<file path="src/rtl/srt_div_pkg.sv">
// Shared definitions for the SRT divider back end: digit encodings, converter states, default widths.
package srt_div_pkg;

   localparam logic [1:0] DIG_POS  = 2'b01;
   localparam logic [1:0] DIG_ZERO = 2'b00;
   localparam logic [1:0] DIG_NEG  = 2'b11;
   localparam logic [1:0] DIG_ILL  = 2'b10;

   localparam int unsigned QW_DEF = 4;
   localparam int unsigned RW_DEF = 9;
   localparam int unsigned DW_DEF = 5;

   typedef enum logic [1:0] {
      IDLE    = 2'd0,
      ACCUM   = 2'd1,
      CORRECT = 2'd2,
      DONE    = 2'd3
   } state_e;

endpackage

</file>
<file path="src/rtl/srt_otf_update.sv">
// On-the-fly quotient conversion step: folds one signed digit into the Q/QM register pair.
module srt_otf_update
   import srt_div_pkg::*;
#(
   parameter int unsigned QW = QW_DEF
) (
   input  logic [QW-1:0] q_cur,
   input  logic [QW-1:0] qm_cur,
   input  logic [1:0]    digit,
   output logic [QW-1:0] q_nxt,
   output logic [QW-1:0] qm_nxt
);

   // MSBs shift out of the register and never affect the next value.
   logic unused_msb;
   assign unused_msb = q_cur[QW-1] ^ qm_cur[QW-1];

   always_comb begin
      q_nxt  = {q_cur[QW-2:0], 1'b0};
      qm_nxt = {qm_cur[QW-2:0], 1'b1};
      case (digit)
         DIG_POS: begin
            q_nxt  = {q_cur[QW-2:0], 1'b1};
            qm_nxt = {q_cur[QW-2:0], 1'b0};
         end
         DIG_NEG: begin
            q_nxt  = {qm_cur[QW-2:0], 1'b1};
            qm_nxt = {qm_cur[QW-2:0], 1'b0};
         end
         default: ;
      endcase
   end

endmodule

</file>
<file path="src/rtl/srt_quotient_converter.sv">
// Radix-2 SRT quotient converter with remainder correction and valid/ready output.
// Optional digit/count checking enabled by defining SRT_QCONV_ERR_CHECK_EN.
module srt_quotient_converter
   import srt_div_pkg::*;
#(
   parameter int unsigned QW = QW_DEF,
   parameter int unsigned RW = RW_DEF,
   parameter int unsigned DW = DW_DEF
) (
   input  logic          clk,
   input  logic          rst,
   input  logic          digit_valid,
   input  logic [1:0]    digit,
   input  logic          digit_last,
   output logic          digit_ready,
   input  logic [RW-1:0] rem_in,
   input  logic [DW-1:0] div_in,
   output logic [QW-1:0] q,
   output logic [DW-1:0] r,
   output logic          out_valid,
   input  logic          out_ready,
   output logic          err
);

   state_e        state_q, state_d;
   logic [QW-1:0] qreg_q, qreg_d;
   logic [QW-1:0] qm_q, qm_d;
   logic [DW-1:0] rem_hi_q, rem_hi_d;
   logic          rem_neg_q, rem_neg_d;
   logic [DW-1:0] div_q, div_d;
   logic [QW-1:0] q_q, q_d;
   logic [DW-1:0] r_q, r_d;
   logic          out_valid_q, out_valid_d;
   logic          digit_ready_q, digit_ready_d;
   logic [QW-1:0] q_nxt, qm_nxt;
   logic          accept;

   // Divisor is aligned to the top DW bits, so the low remainder bits never change the result.
   logic unused_rem_lo;
   assign unused_rem_lo = ^rem_in[RW-DW-1:0];

   srt_otf_update #(.QW(QW)) u_otf (
      .q_cur  (qreg_q),
      .qm_cur (qm_q),
      .digit  (digit),
      .q_nxt  (q_nxt),
      .qm_nxt (qm_nxt)
   );

   assign accept = digit_valid & digit_ready_q;

`ifdef SRT_QCONV_ERR_CHECK_EN
   localparam int unsigned CW = $clog2(QW) + 1;
   logic [CW-1:0] cnt_q, cnt_d;
   logic          ill_q, ill_d;
   logic          bad_last_q, bad_last_d;
   logic          err_q, err_d;
   assign err = err_q;
`else
   assign err = 1'b0;
`endif

   always_comb begin
      state_d       = state_q;
      qreg_d        = qreg_q;
      qm_d          = qm_q;
      rem_hi_d      = rem_hi_q;
      rem_neg_d     = rem_neg_q;
      div_d         = div_q;
      q_d           = q_q;
      r_d           = r_q;
      out_valid_d   = out_valid_q;
      digit_ready_d = digit_ready_q;
`ifdef SRT_QCONV_ERR_CHECK_EN
      cnt_d         = cnt_q;
      ill_d         = ill_q;
      bad_last_d    = bad_last_q;
      err_d         = err_q;
`endif
      case (state_q)
         IDLE, ACCUM: begin
            if (accept) begin
               qreg_d = q_nxt;
               qm_d   = qm_nxt;
`ifdef SRT_QCONV_ERR_CHECK_EN
               if (cnt_q != '1) cnt_d = cnt_q + 1'b1;
               if (digit == DIG_ILL) ill_d = 1'b1;
               if (digit_last && (cnt_q != CW'(QW - 1))) bad_last_d = 1'b1;
`endif
               if (digit_last) begin
                  rem_hi_d      = rem_in[RW-1:RW-DW];
                  rem_neg_d     = rem_in[RW-1];
                  div_d         = div_in;
                  digit_ready_d = 1'b0;
                  state_d       = CORRECT;
               end else begin
                  state_d = ACCUM;
               end
            end
         end
         CORRECT: begin
            // Adding the aligned divisor only touches the top DW bits of the remainder.
            if (rem_neg_q) begin
               q_d = qm_q;
               r_d = rem_hi_q + div_q;
            end else begin
               q_d = qreg_q;
               r_d = rem_hi_q;
            end
`ifdef SRT_QCONV_ERR_CHECK_EN
            err_d = ill_q | bad_last_q;
`endif
            out_valid_d = 1'b1;
            state_d     = DONE;
         end
         DONE: begin
            if (out_ready) begin
               out_valid_d   = 1'b0;
               digit_ready_d = 1'b1;
               qreg_d        = '0;
               qm_d          = '1;
`ifdef SRT_QCONV_ERR_CHECK_EN
               cnt_d         = '0;
               ill_d         = 1'b0;
               bad_last_d    = 1'b0;
               err_d         = 1'b0;
`endif
               state_d       = IDLE;
            end
         end
         default: state_d = IDLE;
      endcase
   end

   always_ff @(posedge clk) begin
      if (rst) begin
         state_q       <= IDLE;
         qreg_q        <= '0;
         qm_q          <= '1;
         rem_hi_q      <= '0;
         rem_neg_q     <= 1'b0;
         div_q         <= '0;
         q_q           <= '0;
         r_q           <= '0;
         out_valid_q   <= 1'b0;
         digit_ready_q <= 1'b1;
`ifdef SRT_QCONV_ERR_CHECK_EN
         cnt_q         <= '0;
         ill_q         <= 1'b0;
         bad_last_q    <= 1'b0;
         err_q         <= 1'b0;
`endif
      end else begin
         state_q       <= state_d;
         qreg_q        <= qreg_d;
         qm_q          <= qm_d;
         rem_hi_q      <= rem_hi_d;
         rem_neg_q     <= rem_neg_d;
         div_q         <= div_d;
         q_q           <= q_d;
         r_q           <= r_d;
         out_valid_q   <= out_valid_d;
         digit_ready_q <= digit_ready_d;
`ifdef SRT_QCONV_ERR_CHECK_EN
         cnt_q         <= cnt_d;
         ill_q         <= ill_d;
         bad_last_q    <= bad_last_d;
         err_q         <= err_d;
`endif
      end
   end

   assign digit_ready = digit_ready_q;
   assign out_valid   = out_valid_q;
   assign q           = q_q;
   assign r           = r_q;

endmodule

</file>
<file path="config.mk">
export PLATFORM = sky130hd
export DESIGN_NAME = srt_quotient_converter
export DESIGN_NICKNAME = d
export VERILOG_FILES = /design/src/rtl/srt_div_pkg.sv /design/src/rtl/srt_otf_update.sv /design/src/rtl/srt_quotient_converter.sv
export SDC_FILE = /design/constraint.sdc
export NUM_CORES = 1
export LEC_CHECK = 0
export ABC_AREA = 1
export BUFFER_PORTS_ARGS = -buffer_cell sky130_fd_sc_hd__buf_2
export CORE_UTILIZATION = 52
export CTS_CLUSTER_SIZE = 14
export DETAILED_ROUTE_END_ITERATION = 12
export GPL_TIMING_DRIVEN = 0
export PLACE_DENSITY = 0.75
export SETUP_SLACK_MARGIN = 0.5
export SLEW_MARGIN = 15
export SYNTH_ARGS = -nofsm -noshare
export SYNTH_HDL_FRONTEND = slang
export SYNTH_SLANG_ARGS = --single-unit
</file>
<file path="constraint.sdc">
create_clock -name clk -period 1.6 [get_ports clk]
set_clock_uncertainty 0.05 [all_clocks]
set_input_delay 0.32 -clock clk [delete_from_list [all_inputs] [get_ports clk]]
set_output_delay 0.32 -clock clk [all_outputs]
set_load 0.02 [all_outputs]
</file>
==> results of run 1 <==
## final cells by class
| type | instances | share of cell area (%) |
|---|---|---|
| multi-input cells | 133 | 40.51 |
| flip-flops and latches | 31 | 27.99 |
| repair buffers | 48 | 18.39 |
| inverters | 23 | 4.693 |
| plain buffers | 8 | 3.074 |
| clock buffers | 6 | 2.211 |
| well taps | 30 | 1.618 |
| clock inverters | 2 | 1.510 |
## flip-flops by register name, indices dropped and copies added (netlist names)
| signal | cells |
|---|---|
| div_q | 5 |
| r | 5 |
| q | 4 |
| qm_q | 4 |
| qreg_q | 4 |
| rem_hi_q | 4 |
| state_q | 2 |
| digit_ready | 1 |
| out_valid | 1 |
| rem_neg_q | 1 |
## timing repair
action	CTS	global route
pin swaps	17	20
setup buffers	13	7
setup endpoints to repair	40	42
gates cloned	2	0
gates resized for setup	87	26
## cell usage after synthesis (3+ instances only)
master | count | area (µm²)
sky130_fd_sc_hd__dfxtp_1 | 31 | 620.6
sky130_fd_sc_hd__a21oi_1 | 29 | 145.1
sky130_fd_sc_hd__nand2_1 | 29 | 108.9
sky130_fd_sc_hd__o21ai_0 | 24 | 120.1
sky130_fd_sc_hd__nor2_1 | 22 | 82.58
sky130_fd_sc_hd__inv_1 | 18 | 67.56
sky130_fd_sc_hd__nand3_1 | 11 | 55.05
sky130_fd_sc_hd__inv_2 | 5 | 18.77
sky130_fd_sc_hd__ha_1 | 4 | 50.05
sky130_fd_sc_hd__buf_2 | 3 | 15.01
sky130_fd_sc_hd__buf_6 | 3 | 33.78
sky130_fd_sc_hd__o211ai_1 | 3 | 22.52
## layer usage
layer / vias to the layer above / routed length [µm] / part of all wire (%)
met5: - / 0 / 0
met3: 17 / 517 / 10
met2: 120 / 2476 / 50
met4: 0 / 142 / 2.9
li1: 747 / - / -
met1: 781 / 1821 / 37
## critical path: cells and delay by family, from the launching register on
kind            cells  cell delay [ns]
compound gates      3             0.25
fa+ha+maj           2             0.46
buf+inv             3             0.20
flops               1             0.38
## metrics by stage
stage	std cells	cell area [µm²]	setup WS [ns]
after floorplan	195	1521	0.2703
after global placement	251	1689	0.2074
after detailed placement	251	1689	0.1818
after CTS	274	2183	0.1913
after global routing	281	2320	0.07520
final	281	2320	0.1497
## power breakdown
group / total [mW] / switching, mW / internal, mW
clock network: 0.674 / 0.305 / 0.369
registers: 0.905 / 0.0686 / 0.837
logic: 0.536 / 0.291 / 0.245
## kinds of logic (layout without fill, tap and decap cells)
group / after synthesis / count (layout) / synth area share, %
compound gates: 59 / 59 / 21.33
fa+ha+maj: 5 / 5 / 4.778
buf+inv: 31 / 87 / 9.982
flops: 31 / 31 / 42.32
other cells: 1 / 1 / 0.2557
simple gates: 68 / 68 / 21.33
## worst paths after layout
check                     end   startpoint  cells after the start  slack (ns)
setup reg to reg         r[2]  rem_hi_q[0]                      8        0.15
hold reg to reg          r[4]         r[4]                      2        0.44
setup / recovery         r[2]  rem_hi_q[0]                      8        0.15
hold / removal    rem_hi_q[2]    rem_in[6]                      3        0.15
==> results.py, run 1 <==
metrics = {
    "yosys": {
        "syn-num-nets": 221,
        "dominantRegCellSynth": "sky130_fd_sc_hd__dfxtp_1",
        "post_synthesis_register_bit_count": 31,
        "post_synth_inst_count": 195,
        "postSynth.asyncResetShare_pct": 0,
        "netlist-cell-type-count": 23,
        "avgSynthCellArea_um2": 7.520,
        "yosysSeqAreaShare_pct": 42.32,
        "synth_edf_count": 0,
        "yosys_warnings": 0,
        "mappedNetlistArea_mm2": 0.001466,
    },
    "global_routing": {
        "grt_max_degree": 11,
        "global_route_wire_length_before_repair_mm": 6.375,
        "gr-usage-met1_pct": 36.91,
        "grt.busiest_layer": "met2",
        "grt_overflow_total": 0,
        "use_met2_pct": 50.80,
        "grt_usage_pct": 31.06,
        "grt_util_met3_pct": 10.66,
        "antenna_violations_before_repair": 0,
        "first_global_vias": 1386,
    },
    "min_path": {
        "holdCritPathClass": "input port to flip-flop",
    },
    "floorplanning": {
        "design.portCount": 33,
        "coreArea_mm2": 0.002567,
        "rows": 18,
        "design.die.area_mm2": 0.003037,
        "die_h_um": 55.11,
        "initial_core_util_pct": 57.12,
        "chipWidth_um": 55.11,
    },
    "finish": {
        "fillerInstances": 115,
        "multi_input_area_um2": 939.7,
        "layout.cells.most_common_list": "sky130_fd_sc_hd__nand2_1 (24), sky130_fd_sc_hd__nor2_1 (20), sky130_fd_sc_hd__buf_6 (18)",
        "final_layout_size_suffix_gt1_share_pct": 53.78,
        "register_area_um2": 649.4,
        "mostFrequentLayoutCell": "sky130_fd_sc_hd__nand2_1",
        "layout.nets": 276,
        "areaGrowthSynthToFinish_pct": 58.19,
        "postLayoutCoreUtil_pct": 90.35,
        "diodes": 0,
    },
    "outcome": {
        "run_status": "finished clean",
    },
    "placed_design": {
        "place_congestion": 0.8525,
        "port_buffers": 26,
        "dp.final_hpwl_mm": 2.464,
    },
    "pwr": {
        "worst_ir_drop_vdd_v": 0.001236,
        "power_density_mw_per_mm2": 911.7,
        "p_leak_nw": 1.028,
        "p_total_mw": 2.115,
    },
    "timing": {
        "rsz0062_at_grt": "true",
        "finalSetupTns_ns": 0,
        "final_hold_viol_count": 0,
        "clock.fmax_ghz": 0.6895,
        "finalSetupViolations": 0,
        "minimum_period_implied_by_the_final_worst_setup_slack_ns": 1.450,
        "fin_max_slew_vios": 0,
        "worst_hold_slack_ns": 0.1452,
        "fin_crit_sh_pct": 90.64,
    },
    "run": {
        "drv_cap": 0,
    },
    "worst_setup_path": {
        "crit_chain": "ha_4 > inv_2 > fa_2 > inv_2 > buf_4 > a21oi_1 > o21ai_0 > a21oi_1",
        "critical-path-max-stage-delay_ns": 0.38,
        "crit_path_max_fanout": 2,
        "critPathSlowestCell": "sky130_fd_sc_hd__dfxtp_2",
        "crit_arrival_ns": 1.64,
        "setup.worst_path.end_class": "flip-flop",
        "cp.required_ns": 1.79,
        "startpoint_type": "flip-flop",
        "path_class": "flip-flop to flip-flop",
    },
    "drt": {
        "postRouteAntennaNets": 0,
        "initialDrtViolationCount": 113,
        "dr_total_vias": 1665,
        "detail_route.vias_per_cell": 5.925,
        "route.final.wire_length_mm": 4.958,
        "wire_per_inst_um": 17.64,
        "drc": 0,
        "drt_first_pass_iters": 6,
    },
    "clock_network": {
        "postCtsHoldBufs": 0,
        "deepest_clock_path_buffer_count": 2,
        "clock_sinks": 31,
        "cts_max_level": 2,
        "cts_tree": "done",
        "cts-buffers-inserted": 5,
        "clock_latency_on_the_worst_skew_pair_ns": 0.35,
        "clk_pin_slew_ns": 0.10,
        "cts-root-buf": "sky130_fd_sc_hd__clkbuf_4",
    },
}
(Power assumes the default switching activity.)
==> run 2, diff against run 1 <==
CORE_UTILIZATION = 57   (was 52)
PLACE_DENSITY = 0.81   (was 0.75)
clock period = 1.7 ns   (was 1.6 ns; I/O delays follow)
==> run 2 against run 1 <==
Compared with the run above: critical path depth did not move; hold slack improved by 0.019 ns; clock-buffer cell count rose by 2; core utilization fell by 8.1 points; first-iteration DRC count fell by 65%; sequential share of layout area rose by 4.1 points; final cell count fell by 4.3%; largest power group unchanged.
==> results.py, run 2 (synthesis gave the netlist of run 1 again) <==
metrics = {
    "finish": {
        "stdcell_area_mm2": 0.002019,
        "areaGrowthSynthToFinish_pct": 37.71,
        "layout.cells.most_common_list": "sky130_fd_sc_hd__a21oi_1 (26), sky130_fd_sc_hd__nand2_1 (25), sky130_fd_sc_hd__o21ai_0 (21)",
        "diodes": 0,
        "final_layout_size_suffix_gt1_share_pct": 41.84,
        "layout.nets": 264,
        "mostFrequentLayoutCell": "sky130_fd_sc_hd__a21oi_1",
        "finalNonFillerCells": 269,
    },
    "floorplanning": {
        "design.portCount": 33,
        "rows": 18,
        "chipWidth_um": 52.72,
        "die_h_um": 52.72,
        "coreArea_mm2": 0.002455,
        "initial_core_util_pct": 59.73,
        "design.die.area_mm2": 0.002779,
    },
    "timing": {
        "finalSetupViolations": 0,
        "clock.fmax_ghz": 0.6952,
        "fin_max_slew_vios": 0,
        "final_hold_viol_count": 0,
        "fin_ws_ns": 0.2616,
        "finalSetupTns_ns": 0,
        "minimum_period_implied_by_the_final_worst_setup_slack_ns": 1.438,
        "rsz0062_at_grt": "true",
        "fin_crit_sh_pct": 84.61,
    },
    "min_path": {
        "holdCritPathClass": "input port to flip-flop",
        "worstHoldStart": "rem_in[6]",
    },
    "drt": {
        "detail_route.vias_per_cell": 5.639,
        "drc": 0,
        "postRouteAntennaNets": 0,
        "wire_per_inst_um": 14.95,
        "route.final.wire_length_mm": 4.022,
        "dr_total_vias": 1517,
        "drt_first_pass_iters": 4,
        "initialDrtViolationCount": 40,
    },
    "placed_design": {
        "port_buffers": 26,
        "place_congestion": 0.9091,
        "dp.final_hpwl_mm": 2.432,
        "placement.cell_area_mm2": 0.001660,
        "placedCellCount": 251,
        "pre_cts_slack_ns": 0.2718,
    },
    "pwr": {
        "power_switching_share_pct": 30.81,
        "power_switching_mw": 0.5350,
        "share_clk_of_total_power_pct": 29.2,
        "power_density_mw_per_mm2": 859.8,
        "p_leak_nw": 0.9091,
        "pwr-share-comb_pct": 22.5,
        "p_int_mw": 1.201,
        "power_frac_seq_pct": 48.3,
        "worst_ir_drop_vdd_v": 0.0009929,
    },
    "worst_setup_path": {
        "crit_path_max_fanout": 3,
        "crit_arrival_ns": 1.67,
        "path_class": "flip-flop to flip-flop",
        "reg2reg_from": "rem_hi_q[0]",
        "timing.reg2reg.worst_path_depth": 8,
        "r2r_end": "r[4]",
        "crit_start": "rem_hi_q[0]",
        "reg2reg_slack_ns": 0.26,
        "startpoint_type": "flip-flop",
        "capture_point_of_the_worst_path": "r[4]",
        "cp.required_ns": 1.93,
        "setup.worst_path.end_class": "flip-flop",
    },
    "global_routing": {
        "global_route_wire_length_before_repair_mm": 6.417,
        "grt_usage_pct": 33.45,
        "first_global_vias": 1390,
        "grt_overflow_total": 0,
        "antenna_violations_before_repair": 0,
        "grt_max_degree": 11,
    },
    "clock_network": {
        "clock_latency_on_the_worst_skew_pair_ns": 0.35,
        "cts-root-buf": "sky130_fd_sc_hd__clkbuf_4",
        "cts-buffers-inserted": 5,
        "cts_tree": "done",
        "clk_pin_slew_ns": 0.10,
        "deepest_clock_path_buffer_count": 2,
        "postCtsHoldBufs": 0,
        "cts_max_level": 2,
        "clock_sinks": 31,
    },
    "outcome": {
        "run_status": "finished clean",
    },
    "run": {
        "drv_cap": 0,
    },
}
[run 2: cell types whose count changed in the layout (fill, tap and decap cells not counted), moves of 3 or more]
cell                      previous run  this run
sky130_fd_sc_hd__buf_4              16        10
sky130_fd_sc_hd__o21ai_0            10        21
sky130_fd_sc_hd__buf_6              18        14
sky130_fd_sc_hd__a21oi_1            16        26
sky130_fd_sc_hd__a21oi_2            11         3
sky130_fd_sc_hd__nand3_2             5         2
sky130_fd_sc_hd__nor2_1             20        17
sky130_fd_sc_hd__inv_2               2         5
sky130_fd_sc_hd__nand2_4             6         3
sky130_fd_sc_hd__o21ai_2             9         1
sky130_fd_sc_hd__nand3_1             6         9
[run 2: timing repair]
action                     in CTS  in global routing
pin swaps                       7                  8
setup endpoints to repair      37                 40
resized for setup              52                 18
buffers inserted                6                  3
cloned                          1                  0
[run 2: critical path, cell delays in order (launching register included)]
cell                      delay [ns]
sky130_fd_sc_hd__dfxtp_4        0.38
sky130_fd_sc_hd__ha_4           0.15
sky130_fd_sc_hd__inv_2          0.04
sky130_fd_sc_hd__fa_2           0.33
sky130_fd_sc_hd__inv_2          0.07
sky130_fd_sc_hd__nand3_2        0.08
sky130_fd_sc_hd__nand3_1        0.09
sky130_fd_sc_hd__nand3_1        0.07
sky130_fd_sc_hd__a21oi_1        0.12
[run 2: power groups by stage]
stage / sequential (mW) / clock, mW / combinational, mW
floorplan: 0.851 / 0 / 0.193
global placement: 0.836 / 0 / 0.282
detailed placement: 0.839 / 0 / 0.292
CTS: 0.834 / 0.509 / 0.363
global route: 0.845 / 0.540 / 0.429
finish: 0.839 / 0.507 / 0.391
[run 2: how the worst min path moves through the flow]
stage	end	slack [ns]	cells past startpoint
after floorplan	q[0]	0.39	2
after global placement	r[4]	0.40	2
after detailed placement	r[4]	0.41	2
after CTS	rem_hi_q[2]	0.16	3
after global routing	rem_hi_q[0]	0.18	3
final	rem_hi_q[2]	0.16	3
[run 2: layout make-up]
type	count	area [µm²]
flip-flops and latches	31	648.1
multi-input cells	133	820.8
inverters	23	96.34
well taps	30	37.54
plain buffers	8	61.31
clock buffers	8	68.82
fillers	150	435.4
repair buffers	36	286.5
[run 2: stage by stage]
| step | util (%) | power (mW) | hold slack (ns) |
|---|---|---|---|
| after floorplan | - | 1.044 | 0.3910 |
| after global placement | 67.64 | 1.118 | 0.3962 |
| after detailed placement | 67.64 | 1.131 | 0.4052 |
| after CTS | 79.46 | 1.707 | 0.1626 |
| after global routing | 82.26 | 1.814 | 0.1836 |
| final | 82.26 | 1.736 | 0.1644 |
[run 2: metal layers]
layer  track usage, %  share of wire, %
met1            39.89                41
met2            53.80                49
met3            12.75               7.8
met4            12.72               2.0
met5                0                 0
==> run 3, diff against run 2 <==
CORE_UTILIZATION = 47   (was 57)
PLACE_DENSITY = 0.72   (was 0.81)
clock period = 1.3 ns   (was 1.7 ns; I/O delays follow)
==> run 3 against run 2 <==
Compared with the run above: the flow now finishes with violations (DRC, setup timing); largest power group unchanged; critical path depth up 1; core utilization increased by 3.8 points; clock-buffer cell count decreased by 1; highest routed layer unchanged; largest cell class unchanged.
==> results.py, run 3 (synthesis gave the netlist of run 1 again) <==
metrics = {
    "outcome": {
        "run_status": "complete, but fails checks",
        "failed_checks": "DRC, setup timing",
    },
    "floorplanning": {
        "coreArea_mm2": 0.002853,
        "die_h_um": 57.86,
        "design.die.area_mm2": 0.003347,
        "initial_core_util_pct": 51.40,
        "design.portCount": 33,
        "rows": 19,
        "chipWidth_um": 57.86,
    },
    "finish": {
        "layout.nets": 280,
        "postLayoutCoreUtil_pct": 86.10,
        "fillerInstances": 162,
        "diodes": 0,
        "multi_input_area_mm2": 0.001046,
        "stdcell_area_mm2": 0.002456,
        "finalNonFillerCells": 286,
        "areaGrowthSynthToFinish_pct": 67.49,
        "final_layout_size_suffix_gt1_share_pct": 59.22,
        "register_area_um2": 653.1,
        "layout.cells.most_common_list": "sky130_fd_sc_hd__buf_6 (23), sky130_fd_sc_hd__nand2_1 (23), sky130_fd_sc_hd__buf_2 (17)",
    },
    "pwr": {
        "p_leak_nw": 1.035,
        "p_int_mw": 1.580,
        "pwr-share-comb_pct": 30.1,
        "p_total_mw": 2.383,
        "power_density_mw_per_mm2": 970.3,
        "power_switching_mw": 0.8027,
        "power_frac_seq_pct": 46.5,
        "power_switching_share_pct": 33.68,
        "share_clk_of_total_power_pct": 23.4,
        "worst_ir_drop_vdd_v": 0.0007933,
    },
    "global_routing": {
        "global_route_wire_length_before_repair_mm": 7.120,
        "antenna_violations_before_repair": 0,
        "grt_usage_pct": 28.54,
        "first_global_vias": 1552,
        "grt_max_degree": 11,
        "grt_overflow_total": 0,
    },
    "clock_network": {
        "cts-root-buf": "sky130_fd_sc_hd__clkbuf_4",
        "deepest_clock_path_buffer_count": 2,
        "clock_latency_on_the_worst_skew_pair_ns": 0.33,
        "cts_tree": "done",
        "clock_sinks": 31,
        "postCtsHoldBufs": 0,
        "cts_max_level": 2,
        "clk_pin_slew_ns": 0.10,
        "cts-buffers-inserted": 5,
    },
    "placed_design": {
        "placement.cell_area_mm2": 0.001743,
        "pre_cts_slack_ns": -0.1086,
        "port_buffers": 26,
        "dp.final_hpwl_mm": 2.554,
        "placedCellCount": 252,
        "place_congestion": 0.8082,
    },
    "worst_setup_path": {
        "crit_arrival_ns": 1.61,
        "crit_path_max_fanout": 2,
        "cp.required_ns": 1.48,
        "setup.worst_path.end_class": "flip-flop",
        "path_class": "flip-flop to flip-flop",
        "critical-path-max-stage-delay_ns": 0.37,
        "reg2reg_slack_ns": -0.13,
        "reg2reg_from": "div_q[0]",
        "r2r_end": "r[4]",
        "startpoint_type": "flip-flop",
        "timing.reg2reg.worst_path_depth": 9,
        "crit_start": "div_q[0]",
        "critPathSlowestCell": "sky130_fd_sc_hd__dfxtp_2",
        "crit_chain": "ha_4 > inv_2 > fa_2 > inv_2 > nand3_2 > nand2_1 > nand2_1 > nand3_2 > a21oi_2",
    },
    "drt": {
        "initialDrtViolationCount": 84,
        "detail_route.vias_per_cell": 5.552,
        "drc": 3,
        "top_signal_layer_used": "met4",
        "wl_met3_um": 248,
        "wire_per_inst_um": 16.15,
        "postRouteAntennaNets": 0,
        "dr_total_vias": 1588,
        "drt-met1-wl_mm": 1.918,
        "met2WireLength_mm": 2.401,
        "drt_first_pass_iters": 8,
        "route.final.wire_length_mm": 4.618,
    },
    "timing": {
        "fin_max_slew_vios": 0,
        "finalSetupViolations": 3,
        "final_hold_viol_count": 0,
        "worst_hold_slack_ns": 0.1162,
        "minimum_period_implied_by_the_final_worst_setup_slack_ns": 1.434,
        "rsz0062_at_grt": "true",
        "fin_ws_ns": -0.1336,
        "clock.fmax_ghz": 0.6976,
        "fin_crit_sh_pct": 110.3,
        "finalSetupTns_ns": -0.3211,
    },
    "min_path": {
        "holdCritPathClass": "input port to flip-flop",
        "hold_path_depth": 3,
        "hold_path_sink": "rem_hi_q[3]",
        "worstHoldStart": "rem_in[7]",
    },
    "run": {
        "drv_cap": 0,
    },
}
## run 3: cell types whose count changed in the layout (fill, tap and decap cells not counted), sizes merged
cell,delta
buf,+16
clkbuf,-1
clkinv,+1
## run 3: power by group through the flow
| stage | logic (mW) | clock network (mW) | registers (mW) |
|---|---|---|---|
| 4_1_cts | 0.601 | 0.542 | 1.10 |
| 3_3_place_gp | 0.410 | 0 | 1.10 |
| 6_report | 0.717 | 0.558 | 1.11 |
| 2_1_floorplan | 0.286 | 0 | 1.12 |
| 3_5_place_dp | 0.421 | 0 | 1.11 |
| 5_1_grt | 0.764 | 0.610 | 1.12 |
## run 3: final cells by class
cell class | instances | area share, %
sequential | 31 | 26.59
tap | 31 | 1.579
timing repair buffer | 52 | 19.66
clock buffer | 7 | 1.834
clock inverter | 1 | 0.2038
multi-input combinational | 133 | 42.59
buffer | 8 | 3.107
inverter | 23 | 4.432
## run 3: routing by layer
metal	global-route usage, %	vias to the layer above
met5	0	-
met4	7.823	0
met3	8.259	7
met2	47.45	61
met1	36.26	759
li1	-	761
## run 3: what timing repair did
action,4_1_cts,5_1_grt
buffers inserted,16,8
cloned,2,0
endpoints found under the setup margin,42,42
pin swaps,22,20
resized for setup,81,46
## run 3: worst max-delay path: cells and delay by family, from the launching register on
kind            cells  cell delay, ns
compound gates      1            0.05
flops               1            0.37
simple gates        4            0.28
buf+inv             2            0.11
fa+ha+maj           2            0.47
## run 3: how the worst max path moves through the flow
stage,cells after the start,slack [ns],endpoint
finish,9,-0.13,r[4]
global route,9,-0.17,r[4]
CTS,8,-0.1,r[4]
detailed placement,8,-0.11,r[4]
global placement,8,-0.10,r[4]
floorplan,6,-0.03,r[1]
